**src/rtl/fpu_pkg.sv**
```systemverilog
// Shared types and constants for the FPU operation sequencer.
// Latencies are total datapath cycles; illegal op codes take a single cycle.
package fpu_pkg;

  typedef enum logic [2:0] {
    FPU_ADD  = 3'd0,
    FPU_SUB  = 3'd1,
    FPU_MULT = 3'd2,
    FPU_DIV  = 3'd3,
    FPU_SQRT = 3'd4
  } fpu_op_e;

  typedef enum logic [1:0] {
    ST_IDLE = 2'd0,
    ST_EXEC = 2'd1,
    ST_DONE = 2'd2
  } seq_state_e;

  typedef struct packed {
    logic [31:0] rs1;
    logic [31:0] rs2;
    logic [2:0]  op;
    logic [2:0]  rnd;
    logic [3:0]  tag;
  } fpu_req_t;

  localparam int unsigned FPU_LAT [5] = '{32'd2, 32'd2, 32'd3, 32'd6, 32'd6};
  localparam logic [31:0] FPU_QNAN    = 32'h7FC0_0000;

  localparam int STAT_ZERO    = 0;
  localparam int STAT_INF     = 1;
  localparam int STAT_INVALID = 2;
  localparam int STAT_TINY    = 3;
  localparam int STAT_HUGE    = 4;
  localparam int STAT_INEXACT = 5;

  function automatic logic op_legal(input logic [2:0] op);
    return (op <= 3'd4);
  endfunction

  // Countdown start value for EXEC; illegal ops leave EXEC after one cycle.
  function automatic logic [3:0] lat_load(input logic [2:0] op);
    logic [3:0] val;
    case (op)
      FPU_ADD:  val = 4'(FPU_LAT[0] - 32'd1);
      FPU_SUB:  val = 4'(FPU_LAT[1] - 32'd1);
      FPU_MULT: val = 4'(FPU_LAT[2] - 32'd1);
      FPU_DIV:  val = 4'(FPU_LAT[3] - 32'd1);
      FPU_SQRT: val = 4'(FPU_LAT[4] - 32'd1);
      default:  val = 4'd0;
    endcase
    return val;
  endfunction

endpackage

```
**src/rtl/fpu_req_fifo.sv**
```systemverilog
// Request queue for the FPU sequencer: DEPTH entries of WIDTH bits.
// Status flags decode the registered count only.
module fpu_req_fifo #(
  parameter int DEPTH = 2,
  parameter int WIDTH = 74
) (
  input  logic             clk,
  input  logic             rst,
  input  logic             push,
  input  logic [WIDTH-1:0] push_data,
  input  logic             pop,
  output logic [WIDTH-1:0] pop_data,
  output logic             full,
  output logic             empty
);

  localparam int PW = $clog2(DEPTH);
  localparam int CW = $clog2(DEPTH + 1);

  logic [WIDTH-1:0] mem_r [DEPTH];
  logic [PW-1:0]    wr_ptr_r;
  logic [PW-1:0]    rd_ptr_r;
  logic [CW-1:0]    count_r;
  logic             do_push_s;
  logic             do_pop_s;

  assign full      = (count_r == CW'(DEPTH));
  assign empty     = (count_r == CW'(0));
  assign do_push_s = push && !full;
  assign do_pop_s  = pop && !empty;
  assign pop_data  = mem_r[rd_ptr_r];

  // Storage, pointers and occupancy.
  always_ff @(posedge clk or posedge rst) begin
    if (rst) begin
      for (int i = 0; i < DEPTH; i++) begin
        mem_r[i] <= '0;
      end
      wr_ptr_r <= '0;
      rd_ptr_r <= '0;
      count_r  <= '0;
    end else begin
      if (do_push_s) begin
        mem_r[wr_ptr_r] <= push_data;
        wr_ptr_r <= (wr_ptr_r == PW'(DEPTH - 1)) ? '0 : wr_ptr_r + PW'(1);
      end
      if (do_pop_s) begin
        rd_ptr_r <= (rd_ptr_r == PW'(DEPTH - 1)) ? '0 : rd_ptr_r + PW'(1);
      end
      case ({do_push_s, do_pop_s})
        2'b10:   count_r <= count_r + CW'(1);
        2'b01:   count_r <= count_r - CW'(1);
        default: count_r <= count_r;
      endcase
    end
  end

endmodule

```
**src/rtl/fpu_op_sequencer.sv**
```systemverilog
// Queues FPU requests, presents each to the datapath for its fixed latency,
// and holds the captured response until the consumer takes it.
module fpu_op_sequencer
  import fpu_pkg::*;
#(
  parameter int FIFO_DEPTH = 2
) (
  input  logic        clk,
  input  logic        rst,
  input  logic        req_valid,
  output logic        req_ready,
  input  logic [2:0]  req_op,
  input  logic [31:0] req_rs1,
  input  logic [31:0] req_rs2,
  input  logic [2:0]  req_rnd,
  input  logic [3:0]  req_tag,
  output logic [31:0] dp_a,
  output logic [31:0] dp_b,
  output logic [2:0]  dp_op,
  output logic [2:0]  dp_rnd,
  input  logic [31:0] dp_result,
  input  logic [7:0]  dp_status,
  output logic        rsp_valid,
  input  logic        rsp_ready,
  output logic [31:0] rsp_result,
  output logic [7:0]  rsp_status,
  output logic [3:0]  rsp_tag,
  output logic        busy
);

  seq_state_e  state_r;
  logic [3:0]  cnt_r;
  logic [3:0]  cur_tag_r;
  logic        cur_legal_r;
  logic        fifo_full_s;
  logic        fifo_empty_s;
  logic        push_s;
  logic        pop_s;
  fpu_req_t    push_data_s;
  fpu_req_t    head_s;

  assign push_data_s.rs1 = req_rs1;
  assign push_data_s.rs2 = req_rs2;
  assign push_data_s.op  = req_op;
  assign push_data_s.rnd = req_rnd;
  assign push_data_s.tag = req_tag;

  assign req_ready = !fifo_full_s;
  assign push_s    = req_valid && !fifo_full_s;
  assign pop_s     = (state_r == ST_IDLE) && !fifo_empty_s;
  assign busy      = !fifo_empty_s || (state_r != ST_IDLE);

  fpu_req_fifo #(
    .DEPTH (FIFO_DEPTH),
    .WIDTH ($bits(fpu_req_t))
  ) u_fifo (
    .clk       (clk),
    .rst       (rst),
    .push      (push_s),
    .push_data (push_data_s),
    .pop       (pop_s),
    .pop_data  (head_s),
    .full      (fifo_full_s),
    .empty     (fifo_empty_s)
  );

  // Sequencer FSM with its operand and response registers.
  always_ff @(posedge clk or posedge rst) begin
    if (rst) begin
      state_r     <= ST_IDLE;
      cnt_r       <= 4'd0;
      cur_tag_r   <= 4'd0;
      cur_legal_r <= 1'b0;
      dp_a        <= 32'd0;
      dp_b        <= 32'd0;
      dp_op       <= 3'd0;
      dp_rnd      <= 3'd0;
      rsp_valid   <= 1'b0;
      rsp_result  <= 32'd0;
      rsp_status  <= 8'd0;
      rsp_tag     <= 4'd0;
    end else begin
      case (state_r)
        ST_IDLE: begin
          if (!fifo_empty_s) begin
            dp_a        <= head_s.rs1;
            dp_b        <= head_s.rs2;
            dp_op       <= head_s.op;
            dp_rnd      <= head_s.rnd;
            cur_tag_r   <= head_s.tag;
            cur_legal_r <= op_legal(head_s.op);
            cnt_r       <= lat_load(head_s.op);
            state_r     <= ST_EXEC;
          end
        end
        ST_EXEC: begin
          if (cnt_r == 4'd0) begin
            // Illegal ops never trust the datapath; they report a quiet NaN.
            if (cur_legal_r) begin
              rsp_result <= dp_result;
              rsp_status <= dp_status;
            end else begin
              rsp_result <= FPU_QNAN;
              rsp_status <= 8'd1 << STAT_INVALID;
            end
            rsp_tag   <= cur_tag_r;
            rsp_valid <= 1'b1;
            state_r   <= ST_DONE;
          end else begin
            cnt_r <= cnt_r - 4'd1;
          end
        end
        ST_DONE: begin
          if (rsp_ready) begin
            rsp_valid <= 1'b0;
            state_r   <= ST_IDLE;
          end
        end
        default: begin
          rsp_valid <= 1'b0;
          state_r   <= ST_IDLE;
        end
      endcase
    end
  end

endmodule
```
**config.mk**
```make
export PLATFORM = sky130hd
export DESIGN_NAME = fpu_op_sequencer
export DESIGN_NICKNAME = d
export VERILOG_FILES = /design/src/rtl/fpu_pkg.sv /design/src/rtl/fpu_req_fifo.sv /design/src/rtl/fpu_op_sequencer.sv
export SDC_FILE = /design/constraint.sdc
export NUM_CORES = 1
export LEC_CHECK = 0
export ABC_CLOCK_PERIOD_IN_PS = 7000
export BUFFER_PORTS_ARGS = -buffer_cell sky130_fd_sc_hd__buf_2
export CORE_ASPECT_RATIO = 0.7
export CORE_MARGIN = 2
export CORE_UTILIZATION = 55
export CTS_CLUSTER_DIAMETER = 120
export DETAILED_ROUTE_END_ITERATION = 8
export PLACE_DENSITY = 0.8
export SYNTH_ARGS = -nofsm -noshare
export SYNTH_HDL_FRONTEND = slang
export SYNTH_HIERARCHICAL = 1
export SYNTH_SLANG_ARGS = --single-unit
```
**constraint.sdc**
```tcl
create_clock -name clk -period 7 [get_ports clk]
set_input_delay 1.75 -clock clk [delete_from_list [all_inputs] [get_ports clk]]
set_output_delay 1.75 -clock clk [all_outputs]
set_load 0.005 [all_outputs]
```
==> run summary <==
Initial antenna violation count = 2
Hold_buf cts = 0
Hold Slack = 501 ps
IO buf count = 234
IO Pins = 235
H-Tree Depth = 1
Most used flip-flop cell after synthesis = dfrtp_1
Setup TNS = 0 ps
Initial Util = 55.8%
CP cell instances = buf_2 > nor2b_1 > and3_4 > buf_4 > mux2_2
DR pass1 iterations = 4
Remaining global-route overflow = 0
Crit. End Element = flip-flop
Syn Inst Count = 786
Maximum vdd drop = 0.000222 V
EDFF count, synth = 0
Worst setup SP type = input pin
Clock-pin slew on the worst setup and hold paths = 60 ps
Post-CTS sizing = 0
Slew headroom = 30.4%
Mean routed wirelength per cell = 18.1 µm
Nets = 1,134
Synthesized Nets = 906
Gp weighted congestion = 0.746
Synth top area cells = dfrtp_1 58%, mux2_2 23%, mux2_4 8.5%
Crit path max fanout = 48
Max Cap Violations = 0
Die width = 181 µm
Largest net degree at the start of global routing = 96
CTS tree = yes
Post CTS Setup Buffer Count = 0
Worst hold path endpoint = dp_b[1]$_DFFE_PP0P_
Filler cells = 1,602
Final wirelength = 23.8 mm
Length in cells of the worst reg-to-reg path = 6
Fin util = 65.3%
Die ar. = 23,100 µm²
Worst R2R End = u_fifo/mem_r[23]$_DFFE_PP0P_
Slowest stage delay, CP = 890 ps
# rows = 45
Starting DRT DRC Count = 306
CP Class = input pin to flip-flop
Min Clock Period, post-route = 3570 ps
Fin. Hold Viols = 0
Post-synthesis sequential area ratio = 57.7%
Die height = 128 µm
Fraction of layout cells with a size suffix above 1 = 58.9%
Syn-to-layout area delta = 17.1%
#FFs+latches synth = 278
Worst-Skew Late Latency = 520 ps
ANT nets after route = 0
Least-Margin Pin Slew = 1040 ps
DR vias = 6,876
Yosys cell types = 35
Crit path max-delay family = simple AND/OR/NAND/NOR gates
Synth warn = 6
Root Buffer = clkbuf_16
Vias in the first global route = 7,234
Largest area contributor in the synthesized netlist = dfrtp_1
Sink Count = 278
Synth top area share = 57.7%
Final HPWL from detailed placement = 15.4 mm
Outcome = finished, final reports clean
CP startpoint = req_valid
Arr. time, crit path = 3980 ps
P_leak = 6.87 nW
Setup Skew = 7.41 ps
Slowest CP cell = and3_4
Number of vias per cell = 5.22
Drc violations = 0
GRT Overall Usage = 20.8%
Average size of a mapped cell = 15.3 µm²
Final Max Slew Viols = 0
Hold Crit Class = flip-flop to flip-flop
Core footprint = 21,600 µm²
Worst Hold Depth = 1
Most frequent cell after synthesis = dfrtp_1
Fmax = 0.280 GHz
FFs w/ async S/R, synth = 100%
Reg2Reg Setup Slack = 4100 ps
Worst reg2reg startpoint = u_fifo/count_r[0]$_DFFE_PP0P_
CP bufs+invs = 2
Power density cells = 498 nW/µm²
First-pass GRT wire length = 38.7 mm
Final Cycle Share = 51.0%
CTS Buffer Depth = 3
CP Data Required Time = 7400 ps
Commonest cells post-synth = 278 x dfrtp_1, 245 x mux2_2, 68 x mux2_4, 37 x inv_1, 37 x nand2_1
Setup violators final = 0
Syn Std Cell Area = 12,100 µm²
RSZ-0062 raised after global routing = no
Worst hold start = dp_b[1]$_DFFE_PP0P_
Num CTS Buffers = 26
per-stage QoR:
| stage | total power [mW] | area [µm²] | instances | worst slack [ps] |
|---|---|---|---|---|
| after floorplan | 4.98 | 12100 | 786 | 1160 |
| after global placement | 5.59 | 13300 | 1268 | 2870 |
| after detailed placement | 5.71 | 13300 | 1268 | 2860 |
| after CTS | 7.09 | 14100 | 1313 | 3410 |
| after global routing | 7.46 | 14100 | 1313 | 3300 |
| final | 7.02 | 14100 | 1316 | 3430 |
cells by family after synthesis:
logic type / share of synthesized area (%)
XOR/XNOR: 0.363
adder cells (fa/ha/maj): 0.208
AO/OA/AOI/OAI: 0.498
AND/OR/NAND/NOR: 3.01
buffers and inverters: 4.29
multiplexers: 33.9
flip-flops: 57.7
worst reg2reg max path, cell delays in order, from the launching register on:
cell and delay, ps:
dfrtp_1 420, nand2b_4 190, inv_1 60, nor2b_1 280, and3_4 890, buf_4 570
mux2_2 400
state kept, by name (all words and copies together) (netlist names):
register / count
u_fifo/wr_ptr_r: 1
rsp_valid: 1
u_fifo/mem_r: 148
rsp_tag: 4
u_fifo/rd_ptr_r: 1
u_fifo/count_r: 2
rsp_status: 8
dp_a: 32
state_r: 2
cnt_r: 4
cur_tag_r: 4
dp_rnd: 3
cur_legal_r: 1
rsp_result: 32
dp_op: 3
dp_b: 32
power by group:
| part | total [mW] | switching [mW] | internal, mW |
|---|---|---|---|
| sequential | 2.88 | 0.442 | 2.44 |
| clock | 1.34 | 0.588 | 0.756 |
| combinational | 2.80 | 1.10 | 1.70 |
per-layer routing:
| metal | up-vias | GRT usage [%] | wire length, µm |
|---|---|---|---|
| met3 | 28 | 3.89 | 1150 |
| met2 | 168 | 33.0 | 10900 |
| met5 | - | 0 | 0 |
| met4 | 0 | 4.26 | 414 |
| li1 | 3166 | - | - |
| met1 | 3514 | 30.3 | 11300 |
placed cells by master, fill, tap and decap left out, types with 2 or more instances in the layout:
master / netlist / routed
buf_2: 19 / 234
nand2b_4: 2 / 2
clkinv_2: 0 / 6
or4_1: 3 / 2
inv_1: 37 / 35
clkinvlp_4: 0 / 2
mux2_4: 68 / 68
ha_1: 2 / 2
nor2b_1: 3 / 3
buf_4: 1 / 9
nand2b_1: 10 / 10
diode_2: 0 / 3
mux2_2: 245 / 245
xor2_1: 2 / 2
nand2_1: 37 / 37
mux2i_1: 31 / 31
dfrtp_1: 278 / 277
nor2_1: 4 / 4
clkbuf_8: 0 / 5
clkbuf_16: 0 / 27
clkbuf_1: 6 / 5
o21ai_0: 3 / 3
xnor2_1: 3 / 3
how the worst max path moves through the flow:
stage,end,depth (start not counted)
4_1_cts,u_fifo/mem_r[24]$_DFFE_PP0P_,5
5_1_grt,u_fifo/mem_r[24]$_DFFE_PP0P_,5
2_1_floorplan,u_fifo/count_r[0]$_DFFE_PP0P_,1
6_report,u_fifo/mem_r[23]$_DFFE_PP0P_,5
3_3_place_gp,u_fifo/mem_r[27]$_DFFE_PP0P_,5
3_5_place_dp,u_fifo/mem_r[23]$_DFFE_PP0P_,5
final cells by class:
| class | instances | area, µm² | share of cell area, % |
|---|---|---|---|
| tap | 282 | 353 | 2.50 |
| clock buffer | 37 | 763 | 5.41 |
| antenna | 3 | 7.51 | 0.0532 |
| multi-input combinational | 428 | 4600 | 32.6 |
| clock inverter | 8 | 45.0 | 0.319 |
| sequential | 278 | 6960 | 49.3 |
| inverter | 37 | 146 | 1.04 |
| timing repair buffer | 243 | 1240 | 8.78 |
No activity file was read; power rests on OpenSTA's default activity.
